==> src/rtl/enc_gen_pkg.sv <==
// Shared types and constants for the quadrature encoder signal generator.
// The FSM encoding, the gray phase table and the direction constants live here so other generators can use them.
package enc_gen_pkg;

  typedef enum logic [1:0] {
    ST_IDLE = 2'd0,
    ST_EDGE = 2'd1,
    ST_WAIT = 2'd2
  } state_t;

  localparam logic DIR_UP = 1'b1;
  localparam logic DIR_DN = 1'b0;

  // Element n is the Enc value for phase n: 00, 01, 11, 10.
  localparam logic [3:0][1:0] GRAY_TBL = {2'b10, 2'b11, 2'b01, 2'b00};

  function automatic logic [1:0] phase_to_enc(input logic [1:0] phase);
    return GRAY_TBL[phase];
  endfunction

endpackage

==> src/rtl/enc_phase_step.sv <==
// Moves a quadrature phase one step in the commanded direction and returns the new phase and its gray-coded A/B value.
// The block is combinational, so one copy can sit next to each axis of a multi-axis generator.
module enc_phase_step
  import enc_gen_pkg::*;
(
  input  logic [1:0] i_phase,
  input  logic       i_dir,
  output logic [1:0] o_phase,
  output logic [1:0] o_enc
);

  // NOTE: every output of an always_comb block is assigned a default at the top.
  // That way no path through the block can leave a value unassigned and infer a latch.
  always_comb begin
    o_phase = i_phase;
    case (i_dir)
      DIR_UP: o_phase = i_phase + 2'd1;
      DIR_DN: o_phase = i_phase - 2'd1;
    endcase
    o_enc = phase_to_enc(o_phase);
  end

endmodule

==> src/rtl/quad_enc_gen.sv <==
// Quadrature encoder signal generator: turns step commands into A/B quadrature, an index pulse and a position count.
// Define ENC_GEN_INDEX_EN to build the revolution counter that drives Enc_I. Without it, Enc_I is tied low.
module quad_enc_gen
  import enc_gen_pkg::*;
#(
  parameter int MIN_PERIOD = 2,
  parameter int CPR        = 1024,
  parameter int POS_W      = 18
) (
  input  logic             Clk,
  input  logic             Clr_n,
  input  logic             Cmd_Valid,
  output logic             Cmd_Ready,
  input  logic             Cmd_Dir,
  input  logic [15:0]      Cmd_Steps,
  input  logic [15:0]      Cmd_Period,
  input  logic             Abort,
  output logic [1:0]       Enc,
  output logic             Enc_I,
  output logic [POS_W-1:0] Position,
  output logic             Busy,
  output logic             Done
);

  if (MIN_PERIOD < 2 || CPR < 2) begin : g_param_check
    $error("quad_enc_gen: MIN_PERIOD and CPR must both be at least 2");
  end

  localparam logic [15:0] MIN_PER16 = 16'(MIN_PERIOD);

  state_t           r_state;
  logic             r_dir;
  logic [15:0]      r_remaining;
  logic [15:0]      r_per;
  logic [15:0]      r_wait;
  logic [1:0]       r_phase;
  logic [1:0]       r_enc;
  logic [POS_W-1:0] r_pos;
  logic             r_done;

  logic             w_accept;
  logic             w_do_step;
  logic             w_step_dir;
  logic [15:0]      w_per;
  logic [1:0]       w_next_phase;
  logic [1:0]       w_next_enc;

  assign w_accept   = Cmd_Valid && (r_state == ST_IDLE);
  assign w_step_dir = (r_state == ST_IDLE) ? Cmd_Dir : r_dir;
  assign w_per      = (Cmd_Period < MIN_PER16) ? MIN_PER16 : Cmd_Period;

  // The phase advances on the clock edge that enters EDGE, so the output changes in the first cycle of EDGE.
  // Abort takes priority over the step that would end a WAIT, which keeps Enc at its last value.
  assign w_do_step = (w_accept && (Cmd_Steps != 16'd0)) ||
                     ((r_state == ST_WAIT) && !Abort && (r_wait == 16'd0) &&
                      (r_remaining != 16'd0));

  enc_phase_step u_step (
    .i_phase (r_phase),
    .i_dir   (w_step_dir),
    .o_phase (w_next_phase),
    .o_enc   (w_next_enc)
  );

  // NOTE: sequential state uses non-blocking assignments only.
  // Each register then sees the values from before the clock edge, regardless of statement order.
  always_ff @(posedge Clk or negedge Clr_n) begin
    if (!Clr_n) begin
      r_state     <= ST_IDLE;
      r_dir       <= DIR_UP;
      r_remaining <= '0;
      r_per       <= MIN_PER16;
      r_wait      <= '0;
      r_phase     <= '0;
      r_enc       <= 2'b00;
      r_pos       <= '0;
      r_done      <= 1'b0;
    end else begin
      r_done <= 1'b0;

      if (w_do_step) begin
        r_phase <= w_next_phase;
        r_enc   <= w_next_enc;
        r_pos   <= (w_step_dir == DIR_UP) ? r_pos + 1'b1 : r_pos - 1'b1;
      end

      case (r_state)
        ST_IDLE: begin
          if (Cmd_Valid) begin
            if (Cmd_Steps == 16'd0) begin
              r_done <= 1'b1;
            end else begin
              r_dir       <= Cmd_Dir;
              // The first transition is emitted on this same edge.
              r_remaining <= Cmd_Steps - 16'd1;
              r_per       <= w_per;
              r_state     <= ST_EDGE;
            end
          end
        end

        ST_EDGE: begin
          if (Abort) begin
            r_done  <= 1'b1;
            r_state <= ST_IDLE;
          end else begin
            // The EDGE cycle and the WAIT exit cycle take two clocks of the period.
            r_wait  <= r_per - 16'd2;
            r_state <= ST_WAIT;
          end
        end

        ST_WAIT: begin
          if (Abort) begin
            r_done  <= 1'b1;
            r_state <= ST_IDLE;
          end else if (r_wait != 16'd0) begin
            r_wait <= r_wait - 16'd1;
          end else if (r_remaining != 16'd0) begin
            r_remaining <= r_remaining - 16'd1;
            r_state     <= ST_EDGE;
          end else begin
            r_done  <= 1'b1;
            r_state <= ST_IDLE;
          end
        end

        default: r_state <= ST_IDLE;
      endcase
    end
  end

`ifdef ENC_GEN_INDEX_EN
  localparam int              REV_W   = $clog2(CPR);
  localparam logic [REV_W-1:0] REV_MAX = REV_W'(CPR - 1);

  logic [REV_W-1:0] r_rev;
  logic [REV_W-1:0] w_rev_next;
  logic             r_enc_i;

  always_comb begin
    w_rev_next = r_rev;
    if (w_step_dir == DIR_UP) begin
      w_rev_next = (r_rev == REV_MAX) ? '0 : r_rev + 1'b1;
    end else begin
      w_rev_next = (r_rev == '0) ? REV_MAX : r_rev - 1'b1;
    end
  end

  // The index flop updates on the same edge as Enc, so Enc_I is high for exactly one quadrature count.
  always_ff @(posedge Clk or negedge Clr_n) begin
    if (!Clr_n) begin
      r_rev   <= '0;
      r_enc_i <= 1'b1;
    end else if (w_do_step) begin
      r_rev   <= w_rev_next;
      r_enc_i <= (w_rev_next == '0);
    end
  end

  assign Enc_I = r_enc_i;
`else
  assign Enc_I = 1'b0;
`endif

  assign Enc       = r_enc;
  assign Position  = r_pos;
  assign Busy      = (r_state != ST_IDLE);
  assign Cmd_Ready = (r_state == ST_IDLE);
  assign Done      = r_done;

endmodule

==> config.mk <==
export PLATFORM = sky130hd
export DESIGN_NAME = quad_enc_gen
export DESIGN_NICKNAME = d
export VERILOG_FILES = /design/src/rtl/enc_gen_pkg.sv /design/src/rtl/enc_phase_step.sv /design/src/rtl/quad_enc_gen.sv
export SDC_FILE = /design/constraint.sdc
export NUM_CORES = 1
export LEC_CHECK = 0
export ABC_AREA = 1
export BUFFER_PORTS_ARGS = -buffer_cell sky130_fd_sc_hd__buf_2
export CORE_MARGIN = 5
export CORE_UTILIZATION = 50
export CTS_CLUSTER_DIAMETER = 120
export CTS_CLUSTER_SIZE = 12
export DETAILED_ROUTE_END_ITERATION = 12
export PLACE_DENSITY = 0.82
export SYNTH_ARGS = -nofsm -noshare
export SYNTH_HDL_FRONTEND = slang
export SYNTH_SLANG_ARGS = --single-unit
==> constraint.sdc <==
create_clock -name Clk -period 1.8 [get_ports Clk]
set_clock_uncertainty 0.05 [all_clocks]
set_input_delay 0.09 -clock Clk [delete_from_list [all_inputs] [get_ports Clk]]
set_output_delay 0.09 -clock Clk [all_outputs]
set_load 0.03 [all_outputs]
==> impl_metrics.py, run 1 <==
metrics = {
    "status": {
        "status": "finished with violations",
        "violations": "setup timing",
    },
    "floorplanning": {
        "coreArea_mm2": 0.0104,
        "die-width_um": 114,
        "row_count": 37,
        "die_area_mm2": 0.0129,
        "initial_utilization": 0.517,
        "ioPinCount": 61,
        "dieHeight_um": 114,
    },
    "timing": {
        "fin_crit_ns": 2.32,
        "slew_violations": 0,
        "fin_crit_sh": 1.29,
        "tns_ns": -21.45,
        "finalSetupViolCount": 74,
        "worst_pin_slew_ns": 0.502,
        "timing.fmax_mhz": 431,
        "relSlewSlack": 0.662,
        "worst_slack_ns": -0.518,
        "rsz0062_at_grt": "true",
        "final_hold_viol_count": 0,
    },
    "placed_design": {
        "dp_cells": 1032,
        "hpwlAfterDp_um": 10500,
        "gp_congestion": 0.924,
        "port_buffers": 59,
        "pre_cts_ws_ns": -0.212,
    },
    "worst_setup_path": {
        "slowest_stage": "dfrtp_2",
        "r2r_start": "r_state[1]$_DFFE_PN0P_",
        "crit_chain": "o21ai_4 > buf_4 > nand3_1 > nand2_2 > nor2_4 > nand2_2 > nor2_1 > nor2_1 > nand3_1 > nand2_1 > nand2_1 > nand2_1 > nand2_1",
        "worstRegToRegCells": 13,
        "path_class": "reg -> reg",
        "r2r-end": "Position[17]$_DFFE_PN0P_",
        "crit_required_ns": 2.02,
        "r2r_setup_slack_ns": -0.52,
        "cp-start-kind": "flip-flop",
        "cp-end-kind": "flip-flop",
        "crit_fanout": 5,
        "cp.arrival_ns": 2.54,
        "slowest_delay_ns": 0.49,
        "critPathMostFrequentCell": "nand2_1",
    },
    "power": {
        "powerDensity_mw_per_mm2": 1570,
        "leakagePower_nw": 3.96,
        "peakVddDrop_mv": 0.924,
        "total_power_mw": 13.0,
    },
    "logic_synthesis": {
        "yosys_warnings": 0,
        "synth_area_per_cell_um2": 7.13,
        "synth_seq_area_share": 0.341,
        "syn_area_mm2": 0.00536,
        "ys_ff_latch": 73,
        "ys_types": 44,
        "synth_fp_nets": 795,
        "netlist_instances": 752,
    },
    "global_routing": {
        "track_usage": 0.261,
        "grt_pass1_wl_um": 27300,
        "grt_pass1_vias": 5810,
        "grt-ovfl-total": 0,
        "antenna_found_initial": 0,
        "grt_max_degree": 74,
    },
    "finish": {
        "layout-drive-gt1-share": 0.464,
        "nets": 1018,
        "num-fill-cells": 558,
        "final_util": 0.798,
        "syn_to_final_growth_pct": 54.4,
        "final_cells": 1116,
        "antennaDiodeCount": 0,
    },
    "cts": {
        "clk_pin_slew_worst_paths_ns": 0.08,
        "clock_latency_ns": 0.39,
        "h-tree-depth": 3,
        "cts_max_path_buffers": 2,
        "cts_sinks": 73,
        "numCtsBuffers": 9,
        "cts_tree": "done",
        "clock-root-buffer": "clkbuf_8",
    },
    "route": {
        "drc": 0,
        "drtIter0Drc": 870,
        "wirelength_um": 22800,
        "post_drt_wl_per_cell_um": 20.5,
        "first_pass_iters": 7,
        "postRouteAntennaNets": 0,
        "via_per_inst": 6.17,
        "vias": 6887,
    },
    "worst_hold_path": {
        "hold_end": "r_dir$_DFFE_PN1P_",
        "min_path_cells": 3,
        "hp-class": "in -> reg",
        "min_from": "Cmd_Dir",
    },
    "run": {
        "cap_viol_max_count": 0,
    },
}
## layer usage
layer	global-route usage	vias up	routed length, µm
li1	-	2914	-
met1	0.323	3180	7930
met2	0.446	602	10800
met3	0.0578	191	2360
met4	0.0913	0	1710
met5	0	-	0
## cells in the mapped netlist
library cell	n	area [µm²]
a21oi_1	9	45.0
mux2i_1	1	10.0
o21ai_1	12	60.1
and2_4	1	8.76
a31oi_1	9	56.3
nand2_1	196	736
nand3_2	1	10.0
buf_4	3	22.5
nor2_1	58	218
nand3_1	61	305
or2_2	2	12.5
clkbuf_1	8	30.0
conb_1	1	3.75
buf_6	7	78.8
o311ai_0	3	26.3
inv_1	86	323
o21ai_4	2	32.5
nor2_4	9	101
nor3_2	1	10.0
nand4_1	10	62.6
a21o_1	1	7.51
dfrtp_1	71	1780
o211ai_1	3	22.5
nand2_2	29	181
nor3_1	10	50.1
o21ai_2	10	87.6
nor4_1	14	87.6
or2_0	2	12.5
nand2_4	10	113
or2_4	1	8.76
xor2_1	17	149
inv_2	6	22.5
o21a_1	1	7.51
nor2_2	4	25.0
a22o_1	1	8.76
o31ai_1	3	22.5
buf_2	7	35.0
dfstp_2	2	52.6
nand3b_1	2	15.0
o22ai_1	1	6.26
xnor2_1	11	96.3
a41oi_1	12	105
o21ai_0	48	240
ha_1	6	75.1
## stage by stage
stage	hold slack [ns]	cell area [µm²]
final	0.0344	8280
after global routing	0.0417	8280
after CTS	0.0363	7520
after detailed placement	0.0836	6600
after global placement	0.0863	6600
after floorplan	-0.256	5420
## kinds of logic after synthesis
logic type	Yosys count	share of synthesized area
simple gates	411	0.365
mux	1	0.00187
flops	73	0.341
buf+inv	117	0.0955
fa+ha+maj	6	0.0140
xor+xnor	28	0.0458
compound gates	115	0.136
other cells	1	0.000700
## flip-flops by register name (all words and copies together) (netlist names)
name,flops
r_remaining,16
r_wait,16
r_phase,2
r_state,2
Position,18
r_dir,1
Enc,1
r_per,16
Done,1
## cell usage in the layout, fill, tap and decap left out, drive strengths merged, types with 12 or more instances in the layout
master | synthesis | routed
nand2 | 235 | 236
buf | 17 | 215
inv | 92 | 92
o21ai | 72 | 72
dfrtp | 71 | 71
nor2 | 71 | 71
nand3 | 62 | 62
dlygate4sd3 | 0 | 17
xor2 | 17 | 17
nor4 | 14 | 14
clkbuf | 8 | 14
a41oi | 12 | 12
## worst max-delay path: cells and delay by family (launching register included)
family                 cells  cell delay (ns)
buffers and inverters      1             0.20
and+or+nand+nor           11             1.19
DFF                        1             0.49
AOI/OAI and AO/OA          1             0.27
## final cells by class
class | instances | area [µm²] | share of cell area
clock buffers | 11 | 141 | 0.0171
clock inverters | 5 | 63.8 | 0.00771
inverters | 92 | 372 | 0.0449
multi-input cells | 563 | 3740 | 0.451
flip-flops and latches | 73 | 1830 | 0.221
well taps | 136 | 170 | 0.0206
repair buffers | 235 | 1940 | 0.235
repair inverters | 1 | 16.3 | 0.00197
## power breakdown
group	total (mW)	internal (mW)	switching, mW
Combinational	8.49	3.43	5.05
Sequential	3.12	2.28	0.837
Clock	1.43	0.689	0.738
Total	13.0	6.41	6.63
## worst max path at each step
| stage | start | endpoint | depth (start not counted) |
|---|---|---|---|
| final | r_state[1]$_DFFE_PN0P_ | Position[17]$_DFFE_PN0P_ | 13 |
| after global routing | r_state[0]$_DFFE_PN0P_ | Position[17]$_DFFE_PN0P_ | 14 |
| after CTS | r_state[1]$_DFFE_PN0P_ | Position[10]$_DFFE_PN0P_ | 13 |
| after detailed placement | r_state[0]$_DFFE_PN0P_ | Position[14]$_DFFE_PN0P_ | 15 |
| after global placement | r_state[1]$_DFFE_PN0P_ | Position[14]$_DFFE_PN0P_ | 12 |
| after floorplan | r_state[0]$_DFFE_PN0P_ | Position[17]$_DFFE_PN0P_ | 15 |
## timing repair
action | in CTS | in global routing
pin swaps | 32 | 63
setup buffers | 13 | 31
hold buffers | 17 | 0
endpoints found under the hold margin | 88 | 0
gates resized for setup | 96 | 148
cloned | 6 | 4
endpoints found under the setup margin | 47 | 70
(Power assumes the default switching activity.)
==> inputs of run 2 (changes only) <==
--- a/config.mk
+++ b/config.mk
@@ -12,7 +12,7 @@
 export CTS_CLUSTER_DIAMETER = 120
 export CTS_CLUSTER_SIZE = 12
 export DETAILED_ROUTE_END_ITERATION = 12
-export PLACE_DENSITY = 0.82
+export PLACE_DENSITY = 0.79
 export SYNTH_ARGS = -nofsm -noshare
 export SYNTH_HDL_FRONTEND = slang
 export SYNTH_SLANG_ARGS = --single-unit
==> constraint.sdc (replaced) <==
create_clock -name Clk -period 2.93 [get_ports Clk]
set_clock_uncertainty 0.05 [all_clocks]
set_input_delay 0.1465 -clock Clk [delete_from_list [all_inputs] [get_ports Clk]]
set_output_delay 0.1465 -clock Clk [all_outputs]
set_load 0.03 [all_outputs]
==> impl_metrics.py, run 2 (synthesis gave the netlist of run 1 again) <==
metrics = {
    "global_routing": {
        "top_usage_layer": "met2",
        "grt_max_degree": 74,
        "grt_pass1_wl_um": 24100,
        "use_met3": 0.0472,
        "gr-usage-met2": 0.353,
        "grt-ovfl-total": 0,
        "track_usage": 0.227,
        "antenna_found_initial": 1,
        "grt_pass1_vias": 5034,
        "grt.met1_usage": 0.315,
    },
    "power": {
        "leakagePower_nw": 3.01,
        "switchingPower_mw": 2.80,
        "clkPwrFrac": 0.134,
        "peakVddDrop_mv": 0.401,
        "powerDensity_mw_per_mm2": 916,
        "p_sw_frac": 0.505,
        "total_power_mw": 5.54,
        "combPwrFrac": 0.539,
        "cellInternalPower_mw": 2.74,
        "pwr-share-seq": 0.328,
    },
    "placed_design": {
        "port_buffers": 59,
        "gp_congestion": 0.950,
        "hpwlAfterDp_um": 9960,
        "postPlaceCellArea_mm2": 0.00572,
    },
    "cts": {
        "post_cts_resized": 0,
        "clock_latency_ns": 0.36,
        "clk_pin_slew_worst_paths_ns": 0.08,
        "numCtsBuffers": 9,
        "cts_max_path_buffers": 2,
        "cts_tree": "done",
        "cts_sinks": 73,
        "clock-root-buffer": "clkbuf_8",
        "h-tree-depth": 3,
    },
    "worst_setup_path": {
        "cp-end-kind": "flip-flop",
        "crit_chain": "inv_2 > nand2_2 > inv_1 > or2_2 > o21ai_2 > inv_1 > nor2_1 > nand2_1 > nor2_1 > nand2_1 > xnor2_1 > o21ai_1",
        "slowest_delay_ns": 0.47,
        "crit_fanout": 13,
        "crit_required_ns": 3.10,
        "cp.arrival_ns": 2.48,
        "cp-start-kind": "flip-flop",
        "slowest_stage": "dfrtp_1",
        "path_class": "reg -> reg",
    },
    "timing": {
        "worst_pin_slew_ns": 0.931,
        "timing.fmax_mhz": 433,
        "slew_violations": 0,
        "fin_crit_sh": 0.788,
        "tns_ns": 0,
        "final_hold_viol_count": 0,
        "rsz0062_at_grt": "false",
        "relSlewSlack": 0.379,
        "finalSetupViolCount": 0,
        "fin_crit_ns": 2.31,
    },
    "route": {
        "wirelength_um": 13600,
        "first_pass_iters": 5,
        "via_per_inst": 5.37,
        "postRouteAntennaNets": 0,
        "drtIter0Drc": 289,
        "vias": 5162,
        "drc": 0,
        "post_drt_wl_per_cell_um": 14.2,
    },
    "finish": {
        "antennaDiodeCount": 0,
        "stdcell_area_mm2": 0.00605,
        "final-seq-area_mm2": 0.00183,
        "layout-drive-gt1-share": 0.193,
        "multiInputGateArea_mm2": 0.00302,
        "num-fill-cells": 1022,
        "layout.cells.most_common": "nand2_1",
        "largest_reg_flops": 18,
        "syn_to_final_growth_pct": 12.9,
        "nets": 863,
        "final_cell_mix": "nand2_1 (196), inv_1 (86), dfrtp_1 (71), nand3_1 (61)",
    },
    "run": {
        "cap_viol_max_count": 0,
    },
    "floorplanning": {
        "ioPinCount": 61,
        "initial_utilization": 0.517,
        "die_area_mm2": 0.0129,
        "row_count": 37,
        "die-width_um": 114,
        "dieHeight_um": 114,
        "coreArea_mm2": 0.0104,
    },
    "worst_hold_path": {
        "hp-class": "in -> reg",
    },
    "status": {
        "status": "completed",
    },
}
-- run 2: cell count changes in the layout (fill, tap and decap cells not counted), moves of 16 or more --
cell / change
buf_4: -119
o21ai_1: -18
inv_1: +18
nand3_2: -20
o21ai_0: +26
nand2_2: -30
nand2_1: +39
nand3_1: +25
nor2_1: +27
buf_6: -16
-- run 2: critical path: cells and delay by family, from the launching register on --
| kind | cells | cell delay [ns] |
|---|---|---|
| AOI/OAI and AO/OA | 2 | 0.16 |
| DFF | 1 | 0.47 |
| xor gates and xnor gates | 1 | 0.15 |
| buffers and inverters | 3 | 0.33 |
| and+or+nand+nor | 6 | 1.00 |
-- run 2: path summary, 6_finish.rpt --
check | depth (start not counted) | start | slack, ns | end
min in group asynchronous | 2 | Clr_n | 0.41 | r_per[13]$_DFFE_PN0P_
hold reg to reg | 2 | Enc[0]$_DFFE_PN0P_ | 0.42 | Enc[0]$_DFFE_PN0P_
max in group asynchronous | 2 | Clr_n | 1.81 | r_wait[6]$_DFFE_PN0P_
setup reg to reg | 12 | r_state[0]$_DFFE_PN0P_ | 0.62 | r_remaining[15]$_DFFE_PN0P_
hold / removal | 3 | Cmd_Period[0] | 0.05 | r_per[0]$_DFFE_PN0P_
setup / recovery | 12 | r_state[0]$_DFFE_PN0P_ | 0.62 | r_remaining[15]$_DFFE_PN0P_
-- run 2: timing repair --
action	CTS	global route
setup endpoints to repair	0	0
endpoints found under the hold margin	86	0
hold buffers	16	0
setup buffers	0	0
-- run 2: layout make-up --
type,count,area share
Clock buffer,13,0.0263
Tap cell,136,0.0281
Inverter,92,0.0570
Multi-Input combinational cell,562,0.500
Clock inverter,3,0.00248
Sequential cell,73,0.302
Timing Repair Buffer,82,0.0843
-- run 2: through the flow --
stage | cells | utilization | setup slack [ns] | hold WS [ns]
2_1_floorplan | 752 | - | 0.783 | -0.199
3_3_place_gp | 929 | 0.552 | 0.734 | 0.297
3_5_place_dp | 929 | 0.552 | 0.678 | 0.301
4_1_cts | 961 | 0.584 | 0.656 | 0.0256
5_1_grt | 961 | 0.584 | 0.307 | 0.0480
6_report | 961 | 0.584 | 0.622 | 0.0500
-- run 2: power by group through the flow --
stage	registers (mW)	clock network [mW]	logic (mW)
floorplan	1.98	0	2.09
global placement	1.83	0	2.90
detailed placement	1.82	0	2.95
CTS	1.81	0.755	2.98
global route	1.89	0.804	3.38
finish	1.82	0.741	2.98
-- run 2: layer usage --
| layer | vias to the layer above | part of all wire |
|---|---|---|
| met2 | 156 | 0.45 |
| met4 | 2 | 0.024 |
| met5 | - | 0.00095 |
| li1 | 2601 | - |
| met1 | 2374 | 0.46 |
| met3 | 29 | 0.063 |
==> inputs of run 3 (changes only) <==
==> constraint.sdc (replaced) <==
create_clock -name Clk -period 2.26 [get_ports Clk]
set_clock_uncertainty 0.05 [all_clocks]
set_input_delay 0.113 -clock Clk [delete_from_list [all_inputs] [get_ports Clk]]
set_output_delay 0.113 -clock Clk [all_outputs]
set_load 0.03 [all_outputs]
==> impl_metrics.py, run 3 (synthesis gave the netlist of run 1 again) <==
metrics = {
    "status": {
        "status": "completed",
    },
    "timing": {
        "timing.fmax_mhz": 453,
        "timing.hold.ws_ns": 0.0382,
        "worst_pin_slew_ns": 0.657,
        "finalSetupViolCount": 0,
        "final_hold_viol_count": 0,
        "fin_crit_ns": 2.21,
        "relSlewSlack": 0.562,
        "rsz0062_at_grt": "true",
        "slew_violations": 0,
        "fin_crit_sh": 0.977,
        "worst_slack_ns": 0.0530,
    },
    "route": {
        "drc": 0,
        "via_per_inst": 5.41,
        "postRouteAntennaNets": 0,
        "wirelength_um": 13900,
        "post_drt_wl_per_cell_um": 14.2,
        "vias": 5274,
        "drtIter0Drc": 424,
        "first_pass_iters": 5,
    },
    "placed_design": {
        "pre_cts_ws_ns": 0.00865,
        "gp_congestion": 0.954,
        "port_buffers": 59,
        "hpwlAfterDp_um": 9940,
    },
    "cts": {
        "clock-root-buffer": "clkbuf_8",
        "cts_max_path_buffers": 2,
        "clock_latency_ns": 0.36,
        "numCtsBuffers": 9,
        "cts_sinks": 73,
        "clk_pin_slew_worst_paths_ns": 0.08,
        "h-tree-depth": 3,
        "cts_tree": "done",
    },
    "floorplanning": {
        "dieHeight_um": 114,
        "row_count": 37,
        "die-width_um": 114,
        "initial_utilization": 0.517,
        "die_area_mm2": 0.0129,
        "ioPinCount": 61,
        "coreArea_mm2": 0.0104,
    },
    "power": {
        "powerDensity_mw_per_mm2": 1180,
        "cellInternalPower_mw": 3.75,
        "pwr-share-seq": 0.314,
        "combPwrFrac": 0.547,
        "leakagePower_nw": 3.11,
        "switchingPower_mw": 3.71,
        "clkPwrFrac": 0.138,
        "peakVddDrop_mv": 0.486,
        "p_sw_frac": 0.498,
    },
    "finish": {
        "multiInputGateArea_mm2": 0.00313,
        "syn_to_final_growth_pct": 18.3,
        "num-fill-cells": 918,
        "final_cell_mix": "nand2_1 (191), inv_1 (85), dfrtp_1 (69), nand3_1 (60), buf_2 (58)",
        "largest_reg_flops": 18,
        "layout.cells.most_common": "nand2_1",
        "layout-drive-gt1-share": 0.229,
        "final-seq-area_mm2": 0.00183,
        "nets": 876,
    },
    "run": {
        "cap_viol_max_count": 0,
    },
    "worst_hold_path": {
        "hp-class": "in -> reg",
    },
    "global_routing": {
        "grt_pass1_vias": 4915,
        "grt_max_degree": 49,
        "grt_pass1_wl_um": 23200,
        "track_usage": 0.219,
        "antenna_found_initial": 2,
        "grt-ovfl-total": 0,
    },
    "worst_setup_path": {
        "critPathBufInv": 2,
        "crit_fanout": 13,
        "cp-start-kind": "flip-flop",
        "slowest_stage": "dfrtp_2",
        "slowest_delay_ns": 0.48,
        "cp.arrival_ns": 2.40,
        "cp-end-kind": "flip-flop",
        "crit_required_ns": 2.46,
        "path_class": "reg -> reg",
        "cp_top_family": "simple AND/OR/NAND/NOR gates",
        "critPathMostFrequentCell": "nand2_1",
        "r2r_setup_slack_ns": 0.05,
        "crit_chain": "buf_4 > nand2_8 > buf_6 > o21ai_2 > or2_4 > nor3_1 > nand3_1 > xnor2_2 > nand2_1 > nand2_1",
    },
}
## run 3: tightest hold or removal path, stage by stage
cell     delay (ns)
buf_2          0.12
inv_1          0.10
o21ai_0        0.10
## run 3: worst paths after layout
check / from / to / cells after the start
setup / recovery: r_state[1]$_DFFE_PN0P_ / r_remaining[12]$_DFFE_PN0P_ / 10
hold / removal: Cmd_Dir / r_dir$_DFFE_PN1P_ / 3
setup reg to reg: r_state[1]$_DFFE_PN0P_ / r_remaining[12]$_DFFE_PN0P_ / 10
hold reg to reg: Enc[0]$_DFFE_PN0P_ / Enc[0]$_DFFE_PN0P_ / 2
max in group asynchronous: Clr_n / r_per[1]$_DFFE_PN1P_ / 3
min in group asynchronous: Clr_n / r_per[10]$_DFFE_PN0P_ / 2
## run 3: what timing repair did
item,4_1_cts,5_1_grt
buffers inserted,2,4
hold endpoints to repair,61,0
pin swaps,1,1
hold buffers,17,0
endpoints found under the setup margin,1,36
gates resized for setup,2,27
## run 3: stage by stage
step	std cells	utilization	TNS [ns]	area [µm²]	total power, mW
finish	975	0.611	0	6340	7.46
CTS	970	0.597	0	6190	7.33
global route	975	0.611	-0.509	6340	8.10
global placement	935	0.558	0	5790	6.15
floorplan	752	-	0	5360	5.28
detailed placement	935	0.558	0	5790	6.21
## run 3: routing by layer
| layer | up-vias | share of wire | track usage |
|---|---|---|---|
| met4 | 2 | 0.023 | 0.0777 |
| met2 | 199 | 0.45 | 0.337 |
| met1 | 2417 | 0.46 | 0.310 |
| li1 | 2627 | - | - |
| met3 | 29 | 0.063 | 0.0408 |
| met5 | - | 0.00079 | 0 |
## run 3: final cells by class
class                      instances  area share
inverter                          92      0.0563
sequential                        73       0.289
tap                              136      0.0268
clock buffer                      10      0.0217
timing repair buffer              95       0.103
clock inverter                     6     0.00908
antenna                            1    0.000395
multi-input combinational        562       0.494
## run 3: power groups by stage
stage                     clock network, mW  registers (mW)  logic (mW)
after floorplan                           0            2.57        2.71
after global placement                    0            2.34        3.81
after detailed placement                  0            2.34        3.87
after CTS                              1.07            2.33        3.93
after global routing                   1.12            2.42        4.56
final                                  1.03            2.34        4.08
